[src/rtl/frame_buffer_scheduler.sv]
// Triple-buffer scheduler: rotates three SDRAM frame buffers between the camera
// writer and the host reader, publishing the newest completed frame with an irq.
module frame_buffer_scheduler #(
    parameter logic [31:0] BASE_ADDR   = 32'h0000_0000,
    parameter logic [31:0] FRAME_BYTES = 32'h0009_6000,
    parameter int          DROP_W      = 16
) (
    input  logic              clk,
    input  logic              reset,
    input  logic              wr_frame_done,
    input  logic              wr_frame_error,
    output logic [31:0]       wr_base_addr,
    input  logic              read_done,
    output logic [31:0]       current_frame,
    output logic              frame_rdy_irq,
    output logic [31:0]       frame_count,
    output logic [DROP_W-1:0] drop_count
);

    localparam logic [31:0] ADDR0 = BASE_ADDR;
    localparam logic [31:0] ADDR1 = BASE_ADDR + FRAME_BYTES;
    localparam logic [31:0] ADDR2 = BASE_ADDR + (FRAME_BYTES << 1);

    typedef enum logic {
        IDLE,
        HELD
    } state_t;

    state_t state, state_next;

    logic [1:0] w_buf, r_buf, h_buf;
    logic [1:0] w_buf_next, r_buf_next, h_buf_next;
    logic       ready_valid, ready_valid_next;
    logic       done_accepted;
    logic       handoff;
    logic [31:0] wr_base_next;
    logic [31:0] current_next;
    logic        irq_next;
    logic [31:0] frame_count_next;
    logic [DROP_W-1:0] drop_count_next;

    function automatic logic [31:0] addr_of(input logic [1:0] idx);
        case (idx)
            2'd1:    addr_of = ADDR1;
            2'd2:    addr_of = ADDR2;
            default: addr_of = ADDR0;
        endcase
    endfunction

    // An error pulse cancels a simultaneous done; a done pulse defers the reader
    // handoff by one cycle so the reader picks up the frame just finished.
    assign done_accepted = wr_frame_done && !wr_frame_error;
    assign handoff       = (state == IDLE) && ready_valid && !wr_frame_done;

    always_ff @(posedge clk) begin
        if (reset) begin
            state <= IDLE;
        end else begin
            state <= state_next;
        end
    end

    always_comb begin
        state_next = state;
        case (state)
            IDLE: if (handoff)   state_next = HELD;
            HELD: if (read_done) state_next = IDLE;
            default:             state_next = IDLE;
        endcase
    end

    // Writer swaps W/R; the handoff swaps R/H. They never coincide, so H is safe.
    always_comb begin
        w_buf_next       = w_buf;
        r_buf_next       = r_buf;
        h_buf_next       = h_buf;
        ready_valid_next = ready_valid;
        wr_base_next     = wr_base_addr;
        current_next     = current_frame;
        irq_next         = frame_rdy_irq;
        frame_count_next = frame_count;
        drop_count_next  = drop_count;

        if (done_accepted) begin
            w_buf_next       = r_buf;
            r_buf_next       = w_buf;
            ready_valid_next = 1'b1;
            wr_base_next     = addr_of(r_buf);
            frame_count_next = frame_count + 32'd1;
            if (ready_valid && (drop_count != {DROP_W{1'b1}})) begin
                drop_count_next = drop_count + 1'b1;
            end
        end else if (handoff) begin
            r_buf_next       = h_buf;
            h_buf_next       = r_buf;
            ready_valid_next = 1'b0;
            current_next     = addr_of(r_buf);
        end

        if (handoff) begin
            irq_next = 1'b1;
        end else if ((state == HELD) && read_done) begin
            irq_next = 1'b0;
        end
    end

    always_ff @(posedge clk) begin
        if (reset) begin
            w_buf         <= 2'd0;
            r_buf         <= 2'd1;
            h_buf         <= 2'd2;
            ready_valid   <= 1'b0;
            wr_base_addr  <= ADDR0;
            current_frame <= ADDR2;
            frame_rdy_irq <= 1'b0;
            frame_count   <= 32'd0;
            drop_count    <= '0;
        end else begin
            w_buf         <= w_buf_next;
            r_buf         <= r_buf_next;
            h_buf         <= h_buf_next;
            ready_valid   <= ready_valid_next;
            wr_base_addr  <= wr_base_next;
            current_frame <= current_next;
            frame_rdy_irq <= irq_next;
            frame_count   <= frame_count_next;
            drop_count    <= drop_count_next;
        end
    end

endmodule

[config.mk]
export PLATFORM = sky130hd
export DESIGN_NAME = frame_buffer_scheduler
export DESIGN_NICKNAME = d
export VERILOG_FILES = /design/src/rtl/frame_buffer_scheduler.sv
export SDC_FILE = /design/constraint.sdc
export NUM_CORES = 1
export LEC_CHECK = 0
export ABC_AREA = 0
export BUFFER_PORTS_ARGS = -buffer_cell sky130_fd_sc_hd__buf_2
export CORE_MARGIN = 5
export CORE_UTILIZATION = 52
export CTS_BUF_LIST = sky130_fd_sc_hd__clkbuf_8
export DETAILED_ROUTE_END_ITERATION = 6
export PLACE_DENSITY = 0.83
export SETUP_SLACK_MARGIN = 0.3
export SLEW_MARGIN = 15
export SYNTH_ARGS = -nofsm -noshare
export SYNTH_HDL_FRONTEND = slang
export SYNTH_SLANG_ARGS = --single-unit
[constraint.sdc]
create_clock -name clk -period 2.6 [get_ports clk]
set_input_delay 0.52 -clock clk [delete_from_list [all_inputs] [get_ports clk]]
set_output_delay 0.52 -clock clk [all_outputs]
set_load 0.01 [all_outputs]
==> flow_summary.ini <==
[route]
first_iter_violations = 107
viasPerCell = 5.42
drc = 0
dr.pass1.iters = 4
via_count = 2937
postRouteAntennaNets = 0
wl_per_cell_microns = 13.6
finalWirelength_microns = 7390

[placement]
placed_cells = 525
post-dp-hpwl_microns = 5250
port_buffers = 67
gp_congestion = 0.808
dpl_worst_slack_ns = 0.176

[synthesis]
avgSynthCellArea_sq_um = 8.42
synth-edff-count = 0
synth.area.top_cells = dfxtp_1, buf_4, or4_1
yosys.area.top_type = dfxtp_1
yosysSeqAreaShare_pct = 37.3
synth_area_sq_um = 3390
async_flop_share_pct = 0
ys.flop_type = dfxtp_1
synthDistinctLibCells = 52
synth_top_area_share_pct = 37.3
ys_ff_latch = 63
ys_warn_count = 0
netlist_instances = 402

[global_routing]
grt_antenna_before_repair = 0
grt_overflow = 0
grt_pass1_wl_microns = 12400
track_usage_pct = 17.9
grt_pass1_vias = 2693
grt_max_degree = 34

[clock_tree]
holdBufCountCts = 0
clkSinkCount = 63
path_clk_slew_ns = 0.08
cts_root_buf = clkbuf_8
cts_htree_levels = 3
cts_tree = done
cts_setup_buffers = 0
clk_path_buf_depth = 2
cts_buffers = 9
post_cts_resize_count = 0
clk_latency_ns = 0.34

[pwr]
p_per_area_nw_per_um2 = 523
ir_drop_mv = 0.433
leakagePower_uw = 0.00154
p_total_uw = 1960

[die]
rows = 29
ios = 118
core_area_sq_um = 6350
die_area_sq_um = 8220
fp.dieW_microns = 90.7
initial_utilization_pct = 53.3
die_h_microns = 90.7

[timing]
worst_slack_ns = 0.418
drv_slew = 0
fin_tns_setup_ns = 0
finClkSkew_ns = 0.00723
finalSetupViolCount = 0
fmax_ghz = 0.458
worstMarginPinSlew_ns = 0.786
period_share_pct = 83.9
rsz0062_at_grt = no
slew_headroom_pct = 47.5
period_needed_ns = 2.18
hold_violations = 0

[layout]
nets = 469
area.growth.synth_to_final_pct = 10.5
antenna_cells = 0
num-fill-cells = 579
instances_no_fill = 542
final_layout_size_suffix_gt1_share_pct = 22.6

[worst_setup_path]
cp.required_ns = 2.87
worstSetupPathType = flip-flop to flip-flop
end_kind = flip-flop
start_kind = flip-flop
critPathMaxFanout = 16
critPathArrivalTime_ns = 2.45

[run_status]
outcome = complete, no violations

[run]
cap_violations = 0

[hold_path]
hp-class = primary input to flip-flop
critical path: stages, from the launching register on:
cell and delay, ns:
dfxtp_1 0.46, nand4_4 0.17, or4_1 0.77, or4_1 0.55, a21oi_1 0.16
path summary, 6_finish.rpt:
kind	end	cells past startpoint	start	slack, ns
worst min-delay path	frame_rdy_irq$_SDFFE_PP0P_	2	read_done	0.36
worst min register to register	h_buf[0]$_SDFFE_PP0P_	2	h_buf[0]$_SDFFE_PP0P_	0.46
worst max register to register	frame_count[25]$_SDFFE_PP0P_	4	frame_count[12]$_SDFFE_PP0P_	0.42
worst max-delay path	frame_count[25]$_SDFFE_PP0P_	4	frame_count[12]$_SDFFE_PP0P_	0.42
where the power goes:
| group | total (uW) | switching (uW) | internal [uW] |
|---|---|---|---|
| logic | 124 | 90.7 | 33.0 |
| registers | 991 | 11.4 | 979 |
| clock network | 842 | 398 | 443 |
per-layer routing:
layer	track usage (%)	part of all wire, %	vias up
met2	30.8	50	91
met5	0	0	-
met3	7.92	8.3	10
li1	-	-	1469
met1	20.0	40	1367
met4	4.96	1.3	0
state kept, by name, summed over array words and instances, names as in the netlist, 2 cells and up:
name,flops
current_frame,3
drop_count,16
frame_count,32
h_buf,2
r_buf,2
w_buf,2
wr_base_addr,3
cells in the mapped netlist, drive strengths merged (2+ instances only):
cell type and instances:
or3 9, o41ai 4, nand3 14, and3 4, nor3 6, dfxtp 63, nand2 34, o31ai 18
mux2 7, nor4 5, ha 4, clkbuf 10, nand3b 2, or4 24, buf 67, a211oi 5
or4b 2, a21oi 34, nor2 23, xor2 4, o211ai 2, nor2b 7, inv 13, nand4 8
xnor2 4, o21ai 10, o311ai 2
cells in the final DEF, fill, tap and decap left out, types with 9 or more instances in the layout:
cell type,netlist,layout
conb_1,1,50
buf_2,2,67
or3_1,9,9
a21oi_1,34,34
o31ai_1,18,18
nand3_1,14,14
nor2_1,23,23
clkbuf_8,1,9
or4_1,23,23
inv_1,13,13
nand2_1,34,34
dfxtp_1,63,63
o21ai_0,10,10
final cells by class:
cell class / instances / area (sq um) / share of cell area, %
clock buffers: 9 / 124 / 3.31
clock inverters: 7 / 73.8 / 1.97
repair buffers: 74 / 388 / 10.4
inverters: 14 / 52.6 / 1.41
well taps: 77 / 96.3 / 2.58
flip-flops and latches: 63 / 1260 / 33.7
multi-input cells: 298 / 1740 / 46.6
cells by family (layout without fill, tap and decap cells):
family | count (synthesis) | in the layout | synth area share [%]
xor+xnor | 8 | 8 | 2.07
compound gates | 80 | 80 | 14.9
flops | 63 | 63 | 37.3
buf+inv | 91 | 104 | 17.1
fa+ha+maj | 4 | 4 | 1.48
other cells | 1 | 50 | 0.111
simple gates | 147 | 148 | 24.5
mux | 8 | 8 | 2.62
stage by stage:
stage	hold WS (ns)	utilization [%]	cell area (sq um)
3_3_place_gp	0.443	55.5	3530
4_1_cts	0.346	58.7	3720
5_1_grt	0.332	58.9	3740
6_report	0.365	58.9	3740
3_5_place_dp	0.446	55.5	3530
2_1_floorplan	0.436	-	3570
Note: power is estimated with default switching activity, not from simulation.
